`src/rtl/alu_pkg.sv`:
```
// Shared encodings for the sequential ALU: operation codes and control states.
package alu_pkg;

    typedef enum logic [2:0] {
        ALU_ADD = 3'b000,
        ALU_SUB = 3'b001,
        ALU_MUL = 3'b010,
        ALU_SLL = 3'b011,
        ALU_SRL = 3'b100,
        ALU_XOR = 3'b101,
        ALU_OR  = 3'b110,
        ALU_AND = 3'b111
    } alu_op_e;

    typedef enum logic {
        StIdle,
        StMul
    } alu_state_e;

endpackage

```
`src/rtl/alu_seq_if.sv`:
```
// Operand/result handshake bundle between the operand-read stage, the ALU and writeback.
interface alu_seq_if #(
    parameter int unsigned WIDTH = 32
);
    logic             in_valid;
    logic             in_ready;
    logic [WIDTH-1:0] a;
    logic [WIDTH-1:0] b;
    logic [2:0]       op;
    logic             out_valid;
    logic             out_ready;
    logic [WIDTH-1:0] result;
    logic             zero;
    logic             busy;

    modport master (
        output in_valid, a, b, op, out_ready,
        input  in_ready, out_valid, result, zero, busy
    );

    modport slave (
        input  in_valid, a, b, op, out_ready,
        output in_ready, out_valid, result, zero, busy
    );
endinterface

```
`src/rtl/alu_mul_iter.sv`:
```
// Iterative shift-add multiplier retiring MUL_BITS multiplier bits per cycle; fixed latency.
module alu_mul_iter #(
    parameter int unsigned WIDTH    = 32,
    parameter int unsigned MUL_BITS = 1
) (
    input  logic             clk,
    input  logic             rst_n,
    input  logic             start_i,
    input  logic [WIDTH-1:0] a_i,
    input  logic [WIDTH-1:0] b_i,
    output logic             done_o,
    output logic [WIDTH-1:0] product_o
);
    localparam int unsigned MUL_ITERS = WIDTH / MUL_BITS;
    localparam int unsigned CNT_W     = $clog2(MUL_ITERS + 1);

    logic [WIDTH-1:0] acc_q, acc_d, mcand_q, mcand_d, mplier_q, mplier_d;
    logic [WIDTH-1:0] pp, acc_sum;
    logic [CNT_W-1:0] cnt_q, cnt_d;

    always_comb begin
        pp = '0;
        for (int i = 0; i < int'(MUL_BITS); i++) begin
            if (mplier_q[i]) pp = pp + (mcand_q << i);
        end
        acc_sum  = acc_q + pp;
        acc_d    = acc_q;
        mcand_d  = mcand_q;
        mplier_d = mplier_q;
        cnt_d    = cnt_q;
        if (start_i) begin
            acc_d    = '0;
            mcand_d  = a_i;
            mplier_d = b_i;
            cnt_d    = CNT_W'(MUL_ITERS);
        end else if (cnt_q != '0) begin
            acc_d    = acc_sum;
            mcand_d  = mcand_q << MUL_BITS;
            mplier_d = mplier_q >> MUL_BITS;
            cnt_d    = cnt_q - 1'b1;
        end
    end

    // Final step: the sum formed this cycle is the full product.
    assign done_o    = (cnt_q == CNT_W'(1));
    assign product_o = acc_sum;

    always_ff @(posedge clk or negedge rst_n) begin
        if (!rst_n) begin
            acc_q    <= '0;
            mcand_q  <= '0;
            mplier_q <= '0;
            cnt_q    <= '0;
        end else begin
            acc_q    <= acc_d;
            mcand_q  <= mcand_d;
            mplier_q <= mplier_d;
            cnt_q    <= cnt_d;
        end
    end
endmodule

```
`src/rtl/alu_seq.sv`:
```
// Registered ALU with valid/ready on both sides; single-cycle ops in 1 cycle, MUL iterative.
module alu_seq
    import alu_pkg::*;
#(
    parameter int unsigned WIDTH    = 32,
    parameter int unsigned MUL_BITS = 1
) (
    input logic      clk,
    input logic      rst_n,
    alu_seq_if.slave bus
);
    localparam int unsigned SHAMT_W = $clog2(WIDTH);

    alu_state_e       state_q, state_d;
    logic             out_valid_q, out_valid_d;
    logic [WIDTH-1:0] result_q, result_d;
    logic             zero_q, zero_d;
    logic [WIDTH-1:0] alu_res, mul_product;
    logic [SHAMT_W-1:0] shamt;
    logic             in_ready, accept, is_mul, mul_start, mul_done;

    assign in_ready  = (state_q == StIdle) && (!out_valid_q || bus.out_ready);
    assign accept    = bus.in_valid && in_ready;
    assign is_mul    = (alu_op_e'(bus.op) == ALU_MUL);
    assign mul_start = accept && is_mul;
    assign shamt     = bus.b[SHAMT_W-1:0];

    always_comb begin
        alu_res = '0;
        unique case (alu_op_e'(bus.op))
            ALU_ADD: alu_res = bus.a + bus.b;
            ALU_SUB: alu_res = bus.a - bus.b;
            ALU_MUL: alu_res = '0;
            ALU_SLL: alu_res = bus.a << shamt;
            ALU_SRL: alu_res = bus.a >> shamt;
            ALU_XOR: alu_res = bus.a ^ bus.b;
            ALU_OR:  alu_res = bus.a | bus.b;
            ALU_AND: alu_res = bus.a & bus.b;
        endcase
    end

    always_comb begin
        state_d     = state_q;
        result_d    = result_q;
        zero_d      = zero_q;
        out_valid_d = out_valid_q && !bus.out_ready;
        if (state_q == StIdle) begin
            if (mul_start) begin
                state_d = StMul;
            end else if (accept) begin
                result_d    = alu_res;
                zero_d      = (alu_res == '0);
                out_valid_d = 1'b1;
            end
        end else if (mul_done) begin
            state_d     = StIdle;
            result_d    = mul_product;
            zero_d      = (mul_product == '0);
            out_valid_d = 1'b1;
        end
    end

    alu_mul_iter #(
        .WIDTH    (WIDTH),
        .MUL_BITS (MUL_BITS)
    ) u_mul (
        .clk       (clk),
        .rst_n     (rst_n),
        .start_i   (mul_start),
        .a_i       (bus.a),
        .b_i       (bus.b),
        .done_o    (mul_done),
        .product_o (mul_product)
    );

    always_ff @(posedge clk or negedge rst_n) begin
        if (!rst_n) begin
            state_q     <= StIdle;
            out_valid_q <= 1'b0;
            result_q    <= '0;
            zero_q      <= 1'b0;
        end else begin
            state_q     <= state_d;
            out_valid_q <= out_valid_d;
            result_q    <= result_d;
            zero_q      <= zero_d;
        end
    end

    assign bus.in_ready  = in_ready;
    assign bus.out_valid = out_valid_q;
    assign bus.result    = result_q;
    assign bus.zero      = zero_q;
    assign bus.busy      = (state_q == StMul);
endmodule

```
`src/flat_wrapper.sv`:
```
// flat-port wrapper written by rule: the top's interface ports become plain ports
module alu_seq_flat import alu_pkg::*;
#(
    parameter int unsigned WIDTH    = 32,
    parameter int unsigned MUL_BITS = 1
)
  (clk, rst_n, bus_in_valid, bus_a, bus_b, bus_op, bus_out_ready, bus_in_ready, bus_out_valid, bus_result, bus_zero, bus_busy);
  alu_seq_if #(.WIDTH(WIDTH)) bus_i ();
  input logic clk;
  input logic rst_n;
  input wire logic [$bits(bus_i.in_valid)-1:0] bus_in_valid;
  input wire logic [$bits(bus_i.a)-1:0] bus_a;
  input wire logic [$bits(bus_i.b)-1:0] bus_b;
  input wire logic [$bits(bus_i.op)-1:0] bus_op;
  input wire logic [$bits(bus_i.out_ready)-1:0] bus_out_ready;
  output wire logic [$bits(bus_i.in_ready)-1:0] bus_in_ready;
  output wire logic [$bits(bus_i.out_valid)-1:0] bus_out_valid;
  output wire logic [$bits(bus_i.result)-1:0] bus_result;
  output wire logic [$bits(bus_i.zero)-1:0] bus_zero;
  output wire logic [$bits(bus_i.busy)-1:0] bus_busy;
  assign bus_i.in_valid = bus_in_valid;
  assign bus_i.a = bus_a;
  assign bus_i.b = bus_b;
  assign bus_i.op = bus_op;
  assign bus_i.out_ready = bus_out_ready;
  assign bus_in_ready = bus_i.in_ready;
  assign bus_out_valid = bus_i.out_valid;
  assign bus_result = bus_i.result;
  assign bus_zero = bus_i.zero;
  assign bus_busy = bus_i.busy;
  alu_seq #(.WIDTH(WIDTH), .MUL_BITS(MUL_BITS)) u_core (.clk(clk), .rst_n(rst_n), .bus(bus_i));
endmodule
```
`config.mk`:
```
export PLATFORM = sky130hd
export DESIGN_NAME = alu_seq_flat
export DESIGN_NICKNAME = d
export VERILOG_FILES = /design/src/rtl/alu_pkg.sv /design/src/rtl/alu_seq_if.sv /design/src/rtl/alu_mul_iter.sv /design/src/rtl/alu_seq.sv /design/src/flat_wrapper.sv
export SDC_FILE = /design/constraint.sdc
export NUM_CORES = 1
export LEC_CHECK = 0
export BUFFER_PORTS_ARGS = -buffer_cell sky130_fd_sc_hd__buf_4
export CAP_MARGIN = 20
export CORE_UTILIZATION = 56
export DETAILED_ROUTE_END_ITERATION = 8
export PLACE_DENSITY = 0.8
export SLEW_MARGIN = 25
export SYNTH_ARGS = -nofsm -noshare
export SYNTH_HDL_FRONTEND = slang
export SYNTH_SLANG_ARGS = --single-unit
```
`constraint.sdc`:
```
create_clock -name clk -period 5.65 [get_ports clk]
set_clock_uncertainty 0.1 [all_clocks]
set_input_delay 1.13 -clock clk [delete_from_list [all_inputs] [get_ports clk]]
set_output_delay 1.13 -clock clk [all_outputs]
set_load 0.01 [all_outputs]
```
# After elaboration in Yosys (flattened, before gate mapping)
# Cells that the tools add are included.
op_classes:
  mux: 25
  reduce_logical: 14
  n_bitwise: 4
  n_addsub: 4
  shifts: 2
  eq_ne: 10
op_table:
  columns: ["operator", "count"]
  rows:
  - ["$mux W32", 11]
  - ["$pmux W32 S8", 1]
  - ["$add A32 B32 Y32", 2]
  - ["$logic_not A32 Y1", 2]
  - ["$and A32 B32 Y32", 1]
  - ["$or A32 B32 Y32", 1]
  - ["$shl A32 B5 Y32", 1]
  - ["$shr A32 B5 Y32", 1]
  - ["$sub A32 B32 Y32", 1]
  - ["$xor A32 B32 Y32", 1]
  - ["$eq A3 B3 Y1 const B", 4]
  - ["$mux W6", 2]
  - ["$mux W1", 11]
  - ["$eq A3 B2 Y1 const B", 2]
  - ["$eq A6 B1 Y1 const B", 1]
  - ["$reduce_bool A6 Y1", 1]
  - ["$sub A6 B1 Y6 const B", 1]
  - ["$logic_and A1 B1 Y1", 4]
  - ["$reduce_bool A2 Y1", 2]
  - ["$eq A3 B1 Y1 const B", 1]
  - ["$logic_not A3 Y1", 1]
  - ["$reduce_and A3 Y1", 1]
  - ["$logic_not A1 Y1", 2]
  - ["$ne A2 B1 Y1 const B", 1]
  - ["3 further kinds", 3]
totals:
  wordCells: 67
  output_inout_bits: 36
  in_bits: 71
  ff_bits: 137

# Logic depth before layout (Yosys ltp)
logic_depth:
  ltp_word: 7
  mapped_depth: 25
  ltp_nobuf: 19

# Cells and area by module
# A second synthesis with hierarchy kept.
unflattened:
  hier_cells: 2024
  area_unflattened_um2: 16530.9
modules_own_cells:
  columns: ["mod", "seq_area_each_um2", "cells_per_inst", "area_per_inst_um2", "n_inst"]
  rows:
  - ["alu_seq", 875.8, 1293, 10058.4, 1]
  - ["alu_mul_iter", 2552.4, 731, 6472.5, 1]

# Worst setup path before layout
# Ideal clock, no wire load.
synth_timing:
  path_kind: "input -> register"
  start: "input bus_b[2]"
  end: "register u_core.zero_q, in the netlist u_core.bus.zero"
  path_slack_ns: -0.601
  setup_time_ns: 0.066
  arrival_ns: 6.084
  n_path_buf: 4
  cell_stages: 20
  required_time_ns: 5.484
  cell_sequence: "clkinv_1 > buf_1 > clkbuf_1 > buf_1 > clkbuf_1 > and4_1 > nor2_1 > xnor2_1 > ha_1 > a21o_1 > a31o_2 > nor2_1 > xnor2_1 > a221o_1 > or4_1 > or4b_1 > nor4_1 > nand4_1 > o31ai_1 > a41o_1"
synth_between:
  elab_chain_len: 6
synth_lines:
  columns: ["element", "line_no", "text"]
  rows:
  - ["from (decl)", "flat_wrapper.sv:13", "input wire logic [$bits(bus_i.b)-1:0] bus_b;"]
  - ["$sub A32 B32 Y32, or another cell as far along", "alu_seq.sv:32", "ALU_SUB: alu_res = bus.a - bus.b;"]
  - ["$pmux W32 S8 *", "alu_seq.sv:30", "unique case (alu_op_e'(bus.op))"]
  - ["$logic_not A32 Y1 *", "alu_seq.sv:52", "zero_d = (alu_res == '0);"]
  - ["$mux W1 *", "alu_seq.sv:50", "end else if (accept) begin"]
  - ["$mux W1 *", "alu_seq.sv:48", "if (mul_start) begin"]
  - ["$mux W1 *", "alu_seq.sv:47", "if (state_q == StIdle) begin"]
  - ["to (signal assigned)", "alu_seq.sv:86", "zero_q <= zero_d;"]
  - ["to (decl)", "alu_seq.sv:17", "logic zero_q, zero_d;"]
# Mark *: on every way between the ends. The rest lies on a longest branch, timed or not. The select of a mux whose other input is x is not followed.
# A chain may end at the register's enable or synchronous reset.

# Worst setup path after layout
layout_timing:
  start: "input bus_op[1]"
  end: "register u_core.zero_q, in the netlist u_core.bus.zero"
layout_between:
  elab_chain_len: 6
layout_lines:
  columns: ["element", "line_no", "text"]
  rows:
  - ["from (decl)", "flat_wrapper.sv:14", "input wire logic [$bits(bus_i.op)-1:0] bus_op;"]
  - ["$eq A3 B3 Y1, or another cell as far along", "alu_seq.sv:30", null]
  - ["$pmux W32 S8", "alu_seq.sv:30", null]
  - ["$logic_not A32 Y1", "alu_seq.sv:52", null]
  - ["$mux W1", "alu_seq.sv:50", null]
  - ["$mux W1", "alu_seq.sv:48", null]
  - ["$mux W1", "alu_seq.sv:47", null]
# Parallel ways exist; a longest one is shown, timed or not. The select of a mux whose other input is x is not followed.

==> results.toml <==
[clock_network]
htree_num_levels = 4
clock-sinks = 137
path_clk_slew_ns = 0.06
numCtsBuffers = 17
ctsResizeCount = 0
cts-hold-fix-buffers = 0
insertion_delay_ns = 0.46
post_cts_buffers = 0
ctsLongestPathBuffers = 2
cts_tree = "built"
cts_root_buf = "clkbuf_16"

[sta]
finalHoldViolCount = 0
setup_tns_ns = 0
slew_headroom_pct = 28.1
slew_viol_final = 0
rsz0062_at_grt = "false"
period_minus_slack_ns = 5.25
holdWs_ns = 0.380
finalSetupViolations = 0
fin_ws_ns = 0.399
min_period_over_period_pct = 92.9
fmax_mhz = 190
worstMarginPinSlew_ns = 1.08

[drt]
vias_per_cell = 6.88
first_iter_violations = 2453
wl_per_cell_um = 25.5
dr_wl_met2_mm = 27.3
drt-total-wl_mm = 65.3
highest_layer = "met5"
wl_met1_mm = 26.5
drc_errors = 0
vias = 17600
drtAntennaViolNets = 0
drtPass1Iterations = 6
met3_length_mm = 8.02

[pwr]
combinationalPowerShare_pct = 35.5
switching_power_w = 0.00121
p_int_w = 0.00202
clkPwrFrac_pct = 34.2
ir_worst_vdd_uv = 220
p_leak_nw = 8.22
swShare_pct = 37.5
total_power_w = 0.00323
cellPowerDensity_mw_per_mm2 = 181
pwr-share-seq_pct = 30.3

[layout]
n_fill_cell = 2473
final_cell_area_mm2 = 0.0179
nets = 2368
drive_above_1_share_pct = 14.8
mostFrequentLayoutCells = "331 x nand2_1, 219 x nor2_1, 205 x buf_4"
diodes = 0
final_common_cell = "nand2_1"
synthToLayoutAreaGrowth_pct = 13.1

[yosys]
synth_top_family_by_area = "compound AO/OA/AOI/OAI gates"
synthMuxAreaShare_pct = 11.6
synth_top_cell_area_share_pct = 21.7
yosysSeqAreaShare_pct = 21.7
synth-simple-area-share_pct = 21.9
yosys.area.top_type = "dfrtp_1"
synth-adder-area-share_pct = 10.5
synth_area_per_cell_um2 = 7.59
yosys_warnings = 0
synth_nets = 2286
synth_edf_count = 0
synth_cell_types = 78
syn_inst = 2083
synth_ff_type = "dfrtp_1"
synthArstFlopShare_pct = 100
synth_compound_area_share_pct = 23.9
synth.cell_area_mm2 = 0.0158
ys_ff_latch = 137
synth.area.top_cells = "dfrtp_1 22%, ha_1 10%, nand2_1 7.9%"
synth_xor_area_share_pct = 4.54

[placed_design]
routabilityCongestion = 1.10
port_buffers = 106
place_area_mm2 = 0.0173
dp_slack_ns = 0.0779
place.detailed.hpwl_mm = 49.1

[grt]
grt_max_degree = 89
grt_pass1_vias = 15900
overflow = 0
grt_pass1_wl_mm = 97.4
antenna_found_initial = 1
track_usage_pct = 45.1

[critical_path]
arrival_ns = 5.55
crit_path_frequent_cell = "a21oi_1"
crit_chain = "buf_4 -> nor2b_1 -> and2_1 -> a21oi_1 -> xnor2_1 -> ha_1 -> a21o_1 -> a221o_1 -> a21oi_1 -> xor2_1 -> o2111ai_1 -> or4_1 -> or4b_1 -> nor4_1 -> nand4_1 -> o31ai_1 -> a41o_1"
crit_type = "in2reg"
timing.critical_path.max_delay_family = "simple AND/OR/NAND/NOR gates"
crit_fanout = 5
cpPeakStageDelay_ns = 0.55
worstPathBufferInverterCount = 1
cp.required_ns = 5.95
critical_path.endpoint_type = "register"
start_kind = "primary input"
critPathSlowestCell = "or4_1"

[floorplan]
dieWidth_um = 170
core-area_mm2 = 0.0278
chipHeight_um = 170
die-area_mm2 = 0.0289
rows = 61
initial_utilization_pct = 56.9
io-pin-count = 107

[outcome]
outcome = "finished clean"

[flow_run]
cap_violations = 0

[hold_path]
hp-class = "reg2reg"
## sequential cells by signal (all words and copies together), names as in the netlist
register and count:
u_core.bus.zero 1, u_core.u_mul.mcand_q 32, u_core.bus.busy 1, u_core.u_mul.cnt_q 6, u_core.bus.result 32, u_core.u_mul.acc_q 32
u_core.u_mul.mplier_q 32, u_core.bus.out_valid 1
## cells by family after synthesis
family / after synthesis
fa+ha+maj: 132
xor+xnor: 82
buf+inv: 238
simple gates: 780
mux: 121
compound gates: 593
flops: 137
## power groups by stage
stage | logic (W) | clock network, W | registers [W]
floorplan | 0.000636 | 0 | 0.000999
finish | 0.00115 | 0.00111 | 0.000981
global placement | 0.00108 | 0 | 0.000999
CTS | 0.00110 | 0.00112 | 0.000981
detailed placement | 0.00109 | 0 | 0.000999
global route | 0.00120 | 0.00115 | 0.000980
## final cells by class
cell class	instances	area, um2	area share (%)
clock buffer	17	425	2.38
clock inverter	15	139	0.777
inverter	94	353	1.97
multi-input combinational	1708	11500	64.3
sequential	137	3430	19.2
tap	378	473	2.65
timing repair buffer	207	1570	8.78
## per-layer routing
layer | vias to the layer above | GRT usage (%)
met4 | 2 | 23.3
met3 | 236 | 12.3
met1 | 8440 | 61.5
li1 | 7700 | -
met5 | - | 0
met2 | 1203 | 65.0
## cells in the mapped netlist, types with 10 or more instances
cell and instances:
dfrtp_1 137, o21ai_0 110, a221oi_1 14, xor2_1 24, nand2_1 332, mux4_2 43, nor4_1 12, and2_1 42
nand3_1 38, a21o_1 24, mux2i_1 58, xnor2_1 58, or3_1 10, o211ai_1 17, clkbuf_1 106, inv_1 92
o22ai_1 25, ha_1 130, a211oi_1 20, nor2_1 219, mux2_2 16, nand2b_1 10, a21oi_1 171, a31oi_1 81
nand4_1 18, a22oi_1 17, nor2b_1 13, buf_2 10, o21a_1 12, a22o_1 17, and3_1 17, nor3_1 33
buf_1 25
## worst register-to-register path, delay by kind of cell (launching register included)
kind            cells  cell delay (ns)
compound gates      7             2.05
simple gates        4             1.13
xor+xnor            1             0.39
fa+ha+maj           1             0.24
buf+inv             1             0.19
flops               1             0.54
## final timing paths
| kind | cells past startpoint | endpoint | slack (ns) | from |
|---|---|---|---|---|
| worst min-delay path | 2 | u_core.bus.result[10] | 0.38 | u_core.bus.result[10] |
| max in group asynchronous | 2 | u_core.u_mul.mplier_q[9] | 3.93 | rst_n |
| worst max-delay path | 17 | u_core.bus.zero | 0.40 | bus_op[1] |
| worst min register to register | 2 | u_core.bus.result[10] | 0.38 | u_core.bus.result[10] |
| worst max register to register | 14 | u_core.bus.zero | 0.95 | u_core.u_mul.mplier_q[0] |
| min in group asynchronous | 1 | u_core.u_mul.cnt_q[1] | 0.47 | rst_n |
## through the flow
step	utilization (%)	std cells
2_1_floorplan	-	2083
3_3_place_gp	62.3	2524
3_5_place_dp	62.3	2524
4_1_cts	64.3	2556
5_1_grt	64.3	2556
6_report	64.3	2556
Note: power is estimated with default switching activity, not from simulation.
